`config.mk`:
```
export PLATFORM = sky130hd
export DESIGN_NAME = uart_tx_master
export DESIGN_NICKNAME = d
export VERILOG_FILES = /design/src/rtl/uart_tx_pkg.sv /design/src/rtl/uart_tx_fifo.sv /design/src/rtl/uart_tx_master.sv
export SDC_FILE = /design/constraint.sdc
export NUM_CORES = 1
export LEC_CHECK = 0
export CAP_MARGIN = 30
export CORE_MARGIN = 4
export CORE_UTILIZATION = 47
export CTS_CLUSTER_SIZE = 16
export DETAILED_ROUTE_END_ITERATION = 8
export GPL_ROUTABILITY_DRIVEN = 0
export GPL_TIMING_DRIVEN = 0
export PLACE_DENSITY = 0.64
export SYNTH_ARGS = -nofsm -noshare
export SYNTH_HDL_FRONTEND = slang
export SYNTH_SLANG_ARGS = --single-unit
export TNS_END_PERCENT = 30
```
`constraint.sdc`:
```
create_clock -name clk -period 4.5 [get_ports clk]
set_input_delay 0.45 -clock clk [delete_from_list [all_inputs] [get_ports clk]]
set_output_delay 0.45 -clock clk [all_outputs]
set_load 0.05 [all_outputs]
```
`src/rtl/uart_tx_pkg.sv`:
```
// Shared types and helpers for the UART transmitter.
// Latency: n/a (types and constant functions only).
// Backpressure: n/a.
package uart_tx_pkg;

  typedef enum logic [2:0] {
    IDLE,
    START,
    DATA,
    PARITY,
    STOP
  } tx_state_e;

  // Bit-timer width: enough bits to hold CLKS_PER_BIT-1.
  function automatic int timer_width(input int clks_per_bit);
    return (clks_per_bit > 1) ? $clog2(clks_per_bit) : 1;
  endfunction

endpackage

```
`src/rtl/uart_tx_fifo.sv`:
```
// Small synchronous FIFO with push/pop/full/empty/count.
// Latency: a pushed word is visible at pop_data the cycle after the push edge.
// Backpressure: push ignored when full, pop ignored when empty.
module uart_tx_fifo #(
  parameter int DEPTH = 4,
  parameter int WIDTH = 8,
  localparam int AW = (DEPTH > 1) ? $clog2(DEPTH) : 1,
  localparam int CW = $clog2(DEPTH + 1)
) (
  input  logic             clk,
  input  logic             rst,
  input  logic             push,
  input  logic [WIDTH-1:0] push_data,
  input  logic             pop,
  output logic [WIDTH-1:0] pop_data,
  output logic             full,
  output logic             empty,
  output logic [CW-1:0]    count
);

  logic [WIDTH-1:0] mem [DEPTH];
  logic [AW-1:0]    wr_ptr;
  logic [AW-1:0]    rd_ptr;
  logic             do_push;
  logic             do_pop;

  assign full     = (count == CW'(DEPTH));
  assign empty    = (count == '0);
  assign do_push  = push & ~full;
  assign do_pop   = pop & ~empty;
  assign pop_data = mem[rd_ptr];

  // Storage array: written on accepted pushes only, no reset needed.
  always_ff @(posedge clk) begin
    if (do_push) begin
      mem[wr_ptr] <= push_data;
    end
  end

  // Pointers wrap naturally because DEPTH is a power of two.
  always_ff @(posedge clk) begin
    if (!rst) begin
      wr_ptr <= '0;
      rd_ptr <= '0;
      count  <= '0;
    end else begin
      if (do_push) wr_ptr <= wr_ptr + 1'b1;
      if (do_pop)  rd_ptr <= rd_ptr + 1'b1;
      if (do_push && !do_pop)      count <= count + 1'b1;
      else if (do_pop && !do_push) count <= count - 1'b1;
    end
  end

endmodule

```
`src/rtl/uart_tx_master.sv`:
```
// UART transmitter: buffers parallel words and serializes start/data/parity/stop.
// Latency: word accepted at edge N is popped at N+1, tx falls at N+2.
// Backpressure: in_ready drops while the input FIFO is full or reset is held.
module uart_tx_master
  import uart_tx_pkg::*;
#(
  parameter int CLKS_PER_BIT = 16,
  parameter int DATA_BITS    = 8,
  parameter int PARITY_EN    = 0,
  parameter int PARITY_ODD   = 0,
  parameter int STOP_BITS    = 1,
  parameter int FIFO_DEPTH   = 4,
  localparam int CW          = $clog2(FIFO_DEPTH + 1)
) (
  input  logic                 clk,
  input  logic                 rst,
  input  logic                 in_valid,
  output logic                 in_ready,
  input  logic [DATA_BITS-1:0] in_data,
  output logic                 tx,
  output logic                 tx_busy,
  output logic [CW-1:0]        fifo_count,
  output logic                 frame_done
);

  localparam int TW                 = timer_width(CLKS_PER_BIT);
  localparam logic [TW-1:0] TMAX    = TW'(CLKS_PER_BIT - 1);
  localparam logic [2:0] LAST_DATA  = 3'(DATA_BITS - 1);
  localparam logic [2:0] LAST_STOP  = 3'(STOP_BITS - 1);
  localparam bit HAS_PARITY         = (PARITY_EN != 0);
  localparam bit ODD                = (PARITY_ODD != 0);

  tx_state_e            state;
  logic [TW-1:0]        bit_timer;
  logic [2:0]           bit_cnt;
  logic [DATA_BITS-1:0] shift_reg;
  logic                 parity_bit;

  logic                 fifo_full;
  logic                 fifo_empty;
  logic                 fifo_pop;
  logic [DATA_BITS-1:0] fifo_head;
  logic                 bit_end;
  logic                 last_stop;

  assign in_ready  = rst & ~fifo_full;
  assign bit_end   = (bit_timer == '0);
  assign last_stop = (state == STOP) && bit_end && (bit_cnt == LAST_STOP);
  // Pop from IDLE, or straight out of the final stop cycle for gapless frames.
  assign fifo_pop  = ~fifo_empty & ((state == IDLE) | last_stop);

  uart_tx_fifo #(
    .DEPTH (FIFO_DEPTH),
    .WIDTH (DATA_BITS)
  ) u_fifo (
    .clk       (clk),
    .rst       (rst),
    .push      (in_valid & in_ready),
    .push_data (in_data),
    .pop       (fifo_pop),
    .pop_data  (fifo_head),
    .full      (fifo_full),
    .empty     (fifo_empty),
    .count     (fifo_count)
  );

  // Frame FSM with bit-timer, bit counter, shift/parity registers and registered line outputs.
  always_ff @(posedge clk) begin
    if (!rst) begin
      state      <= IDLE;
      bit_timer  <= '0;
      bit_cnt    <= '0;
      shift_reg  <= '0;
      parity_bit <= 1'b0;
      tx         <= 1'b1;
      tx_busy    <= 1'b0;
      frame_done <= 1'b0;
    end else begin
      // Outputs follow the current state one cycle later, keeping tx glitch-free.
      tx_busy    <= (state != IDLE);
      frame_done <= last_stop;
      case (state)
        START:   tx <= 1'b0;
        DATA:    tx <= shift_reg[0];
        PARITY:  tx <= parity_bit;
        default: tx <= 1'b1;
      endcase

      case (state)
        IDLE: begin
          if (!fifo_empty) begin
            shift_reg  <= fifo_head;
            parity_bit <= (^fifo_head) ^ ODD;
            bit_timer  <= TMAX;
            bit_cnt    <= '0;
            state      <= START;
          end
        end
        START: begin
          if (bit_end) begin
            bit_timer <= TMAX;
            bit_cnt   <= '0;
            state     <= DATA;
          end else begin
            bit_timer <= bit_timer - 1'b1;
          end
        end
        DATA: begin
          if (bit_end) begin
            bit_timer <= TMAX;
            shift_reg <= shift_reg >> 1;
            if (bit_cnt == LAST_DATA) begin
              bit_cnt <= '0;
              state   <= HAS_PARITY ? PARITY : STOP;
            end else begin
              bit_cnt <= bit_cnt + 1'b1;
            end
          end else begin
            bit_timer <= bit_timer - 1'b1;
          end
        end
        PARITY: begin
          if (bit_end) begin
            bit_timer <= TMAX;
            bit_cnt   <= '0;
            state     <= STOP;
          end else begin
            bit_timer <= bit_timer - 1'b1;
          end
        end
        STOP: begin
          if (bit_end) begin
            bit_timer <= TMAX;
            if (bit_cnt == LAST_STOP) begin
              bit_cnt <= '0;
              if (!fifo_empty) begin
                shift_reg  <= fifo_head;
                parity_bit <= (^fifo_head) ^ ODD;
                state      <= START;
              end else begin
                state <= IDLE;
              end
            end else begin
              bit_cnt <= bit_cnt + 1'b1;
            end
          end else begin
            bit_timer <= bit_timer - 1'b1;
          end
        end
        default: state <= IDLE;
      endcase
    end
  end

endmodule

```
Word-level counts from Yosys, hierarchy flattened
Memories as Yosys holds them, arrays and structs flattened. A register that Yosys moved wholly into a read port is not among the register bits.
Cells that the tools add are included.
- ROM bits: 0
- bits in latches: 0
- bits of input ports: 11
- memory bits (writable): 32
- output and inout port bits: 7
- word-level logic and storage cells: 99
- memories kept: 1
- register bits after elaboration: 29
- bitwise operators: 8
- mux-type cells: 35
- multipliers: 0
- equal/unequal tests: 14
- add/sub/neg operators: 6
- shift-type cells: 0
- $lt $le $gt $ge: 0
- reduce and logical (&&, ||, !) cells: 24
- div/mod/pow operators: 0
- memory list (memory ; depth ; bits a word ; rd ports ; clocked after memory_dff ; write ports ; RTL line ; RTL):
    u_fifo.mem ; 4 ; 8 ; 1 ; 1 ; 1 ; uart_tx_fifo.sv:21 ; logic [WIDTH-1:0] mem [DEPTH];
- operators with widths (operator ; number):
    3-bit two-way mux ; 15
    8-bit two-way mux ; 4
    8-bit one-hot mux with 3 select lines ; 1
    3-bit one-hot mux with 5 select lines ; 1
    2-bit != test, second input constant ; 6
    3-bit one-hot mux with 4 select lines ; 1
    3-bit == test, second input constant ; 3
    3-bit logical NOT ; 3
    4-bit two-way mux ; 2
    4-bit one-hot mux with 2 select lines ; 1
    8-bit parity ; 1
    7-bit AND reduction ; 1
    3-bit by 1-bit adder with 3-bit output, second input constant ; 2
    3-bit by 2-bit == test with 1-bit output, second input constant ; 2
    1-bit two-way mux ; 6
    2-bit nonzero test ; 3
    3-bit nonzero test ; 2
    1-bit bitwise AND ; 5
    5-bit AND reduction ; 1
    2-bit by 1-bit adder with 2-bit output, second input constant ; 2
    1-bit logical AND ; 4
    4-bit logical NOT ; 1
    2-bit two-way mux ; 2
    2-bit by 1-bit != test with 1-bit output, second input constant ; 2
    14 further kinds ; 16

Depth between registers and ports, before layout
- word-level depth: 9
- depth in mapped cells: 13
- depth with buffers taken out: 12

Hierarchy
From an unflattened synthesis, not the netlist that was laid out.
- cell total of the unflattened synthesis: 239
- area, all modules: 2942.8 um^2
- modules (own cells, without submodules) (module ; area an instance (um^2) ; cells an instance ; instances ; seq. area each (um^2)):
    uart_tx_fifo ; 1639.1 ; 90 ; 1 ; 1141.1
    uart_tx_master ; 1303.8 ; 149 ; 1 ; 440.4

Worst setup path before layout
OpenSTA, ideal clock, no wires.
- path kind: register to register
- start: reg u_fifo.count[0]
- end: reg u_fifo.count[2]
- setup slack: 731 ps
- buffers on the path: 0
- arrival: 3694 ps
- period minus slack after synthesis: 3769 ps
- data required time: 4424 ps
- cell stages (with the launch flop): 10
- setup time: 76 ps
- cell sequence: dfxtp_1 nor2_1 a21boi_0 and2_0 ha_1 inv_1 fa_1 xor2_1 or3_1 a21boi_0
- cells in the longest elaborated chain, start to end: 8
- elaborated cells on any way between the ends: 18
- those cells by class: 2 x add/sub; 1 x eq/ne; 2 x mux; 7 x bitwise; 6 x reduce/logical
- RTL lines (element ; RTL line ; RTL):
    from (decl) ; uart_tx_fifo.sv:18 ; output logic [CW-1:0] count
    from (signal assigned) ; uart_tx_fifo.sv:49 ; if (do_push && !do_pop) count <= count + 1'b1;
    from (signal assigned) ; uart_tx_fifo.sv:50 ; else if (do_pop && !do_push) count <= count - 1'b1;
    3-bit == test * ; uart_tx_fifo.sv:27 ; assign full = (count == CW'(DEPTH));
    1-bit inverter * ; uart_tx_master.sv:46 ; assign in_ready = rst & ~fifo_full;
    1-bit bitwise AND * ; uart_tx_master.sv:46 ;
    net in_ready ; uart_tx_master.sv:18 ; output logic in_ready,
    1-bit bitwise AND * ; uart_tx_master.sv:58 ; .push (in_valid & in_ready),
    1-bit bitwise AND * ; uart_tx_fifo.sv:29 ; assign do_push = push & ~full;
    net u_fifo.do_push ; uart_tx_fifo.sv:24 ; logic do_push;
    1-bit logical NOT ; uart_tx_fifo.sv:50 ;
    1-bit logical AND ; uart_tx_fifo.sv:50 ;
    2-bit nonzero test (no line) ; - ;
Mark *: on every way through the listed nets, which the timed path passes. The rest lies on a longest branch. The select of a mux whose other input is x is not followed.
A chain may end at the register's enable or synchronous reset.

Worst setup path in the final report
- start: in rst
- end: out in_ready
- cells in the longest elaborated chain, start to end: 1
- RTL lines (element ; RTL line ; RTL):
    from (decl) ; uart_tx_master.sv:16 ; input logic rst,
    1-bit bitwise AND ; uart_tx_master.sv:46 ;
    to (decl) ; uart_tx_master.sv:18 ;
No other way between the ends.

==> reports/metrics.yaml <==
synth:
  syn_avg_cell_area_um2: 12.8
  ys_seq_area_share_pct: 56.1
  synth-seq-cells: 63
  synth_compound_area_share_pct: 9.14
  yosys_warnings: 0
  synth_simple_gate_area_share_pct: 12.2
  synth_fa_ha_area_share_pct: 5.15
  synth_ff_type: "edfxtp_1"
  synth_top_family_by_area: "simple AND/OR/NAND/NOR gates"
  synthesis.instances: 221
  synth_cell_type_count: 44
  synth_xor_xnor_area_share_pct: 3.73
  synth_edf_count: 32
  synth.cell_area_mm2: 0.00282
  synthArstFlopShare_pct: 0
  synth_fp_nets: 243
  synthMuxAreaShare_pct: 9.94
floorplan:
  rows: 27
  ios: 18
  fp.dieW_um: 85.4
  dieArea_mm2: 0.00730
  core_mm2: 0.00568
  start_util_pct: 49.7
  fp.dieH_um: 85.4
placement:
  portBuffers: 17
  hpwl_um: 3320
clock_network:
  cts_setup_buffers: 0
  ctsLongestPathBuffers: 2
  root_buffer: "clkbuf_8"
  cts_buffers: 9
  clock-sinks: 63
  cts_tree: "built"
  clk_pin_slew_worst_paths_ns: 0.07
  htreeDepth: 3
  hold_buffers: 0
  insertion_delay_ns: 0.34
  cts.repair.resized: 0
critical_path:
  slowest_delay_ns: 0.91
  crit_path_top_delay_cell: "clkdlybuf4s50_1"
  cp_common_cell: "clkdlybuf4s50_1"
  crit_type: "input port to primary output"
  critPathBufInv: 2
  path_cells: "clkdlybuf4s50_1, a21boi_0, clkdlybuf4s50_1"
  crit_fanout: 6
  critical_path_required_ns: 4.05
  arrival_ns: 2.36
  critPathTopFamily: "buffers and inverters"
  worst_setup_path_end_kind: "primary output"
  critPathLaunchType: "input port"
power_and_ir_drop:
  cellLeakagePower_uw: 0.00127
  ir_worst_vdd_v: 0.000359
  finalPower_uw: 2170
  powerDensity_mw_per_mm2: 655
global_route:
  grt_max_degree: 14
  grt_pass1_wl_um: 8080
  grt_pass1_vias: 1645
  antenna_found_initial: 0
  grt_use_total_pct: 14.6
  grt-ovfl-total: 0
finish:
  syn_to_final_growth_pct: 17.3
  regArea_mm2: 0.00158
  insertedDiodeCount: 0
  fillers: 500
  nets: 271
  drive_above_1_share_pct: 15.0
  multi_input_area_mm2: 0.00113
  largest_reg_flops: 32
sta:
  fin_tns_setup_ns: 0
  hold_viol: 0
  post-route-period-util_pct: 62.6
  setup_viol: 0
  skew_ns: 0.00818
  worst_pin_slew_ns: 0.545
  fin_hold_ws_ns: 0.491
  finalCriticalPeriod_ns: 2.81
  rsz0062_at_grt: "no"
  relSlewSlack_pct: 63.3
  fmax_ghz: 0.355
  slew_violations: 0
route:
  wl_per_cell_um: 14.4
  remaining_drc_errors: 0
  via_per_inst: 5.17
  first_iter_violations: 39
  dr.pass1.iters: 4
  dr_wl_met2_um: 2270
  wl_met1_um: 2170
  vias: 1684
  routed-wl-met3_um: 184
  routed_wl_um: 4700
  drtAntennaViolNets: 0
  top_layer: "met4"
outcome:
  status: "complete, no violations"
worst_hold_path:
  hold_class: "flip-flop to flip-flop"
run:
  cap_violations: 0
-- placed cells by master, fill, tap and decap left out, drive strengths merged, types with 2 or more instances in the layout --
cell / count
edfxtp: 32
dfxtp: 31
nand2: 19
clkdlybuf4s50: 17
inv: 14
clkbuf: 14
mux2i: 10
xnor2: 10
ha: 10
o211a: 9
mux4: 8
and2: 8
a21boi: 6
nor3: 6
buf: 6
nor2: 5
nor2b: 5
and3: 5
nand3: 5
o21ai: 5
a21oi: 4
o21a: 3
clkinv: 3
xor2: 2
or3: 2
bufinv: 2
nor3b: 2
-- power by group --
part | switching, µW | total [µW] | internal, µW
Sequential | 55.9 | 764 | 708
Combinational | 457 | 852 | 396
Clock | 233 | 551 | 318
-- layer usage --
layer  vias up  global-route usage (%)
li1        852                       -
met1       805                    17.7
met2        21                    23.3
met3         6                    6.12
met4         0                    5.18
met5         -                       0
-- final cells by class --
cell class | count | area share [%]
well taps | 72 | 2.72
repair buffers | 17 | 5.15
clock buffers | 9 | 3.75
plain buffers | 11 | 1.85
inverters | 12 | 1.36
clock inverters | 7 | 3.14
multi-input cells | 135 | 34.2
flip-flops and latches | 63 | 47.8
-- cell usage after synthesis, drive strengths merged (2+ instances only) --
master	number	area [µm²]
edfxtp	32	961
dfxtp	31	621
nand2	19	71.3
inv	12	45.0
ha	10	125
mux2i	10	100
xnor2	10	87.6
o211a	9	90.1
and2	8	50.1
mux4	8	180
a21boi	6	45.1
buf	6	41.3
nor3	6	46.3
and3	5	31.3
clkbuf	5	20.0
nand3	5	25.0
nor2	5	18.8
nor2b	5	31.3
o21ai	5	28.8
a21oi	4	20.0
o21a	3	22.5
nor3b	2	20.0
or3	2	12.5
xor2	2	17.5
-- through the flow --
| stage | std cells | area [µm²] | setup WS [ns] | util [%] |
|---|---|---|---|---|
| after detailed placement | 310 | 3080 | 1.35 | 54.3 |
| after global placement | 310 | 3080 | 1.40 | 54.3 |
| after global routing | 326 | 3310 | 1.54 | 58.3 |
| final | 326 | 3310 | 1.69 | 58.3 |
| after CTS | 326 | 3310 | 1.66 | 58.3 |
| after floorplan | 221 | 2820 | 0.731 | - |
-- final timing paths --
| check | slack (ns) | end | cells after the start | startpoint |
|---|---|---|---|---|
| max | 1.69 | in_ready | 3 | rst |
| min | 0.49 | bit_timer[2] | 2 | bit_timer[2] |
| max reg2reg | 1.76 | u_fifo.count[2] | 13 | bit_timer[0] |
| min reg2reg | 0.49 | bit_timer[2] | 2 | bit_timer[2] |
-- worst register-to-register path: stages (launching register included) --
cell and delay, ns:
dfxtp_1 0.34, inv_1 0.08, ha_1 0.20, nor3b_2 0.19, a21bo_2 0.25, and2_1 0.14, clkbuf_1 0.16, inv_1 0.09
ha_1 0.18, inv_1 0.06, fa_1 0.38, xor2_1 0.17, or3_1 0.30, a21boi_0 0.16
-- kinds of logic (layout without fill, tap and decap cells) --
logic type | Yosys count | in the layout
flops | 63 | 63
simple gates | 62 | 62
compound gates | 32 | 32
buf+inv | 23 | 56
mux | 18 | 18
xor+xnor | 12 | 12
fa+ha+maj | 11 | 11
No activity file was read; power rests on OpenSTA's default activity.
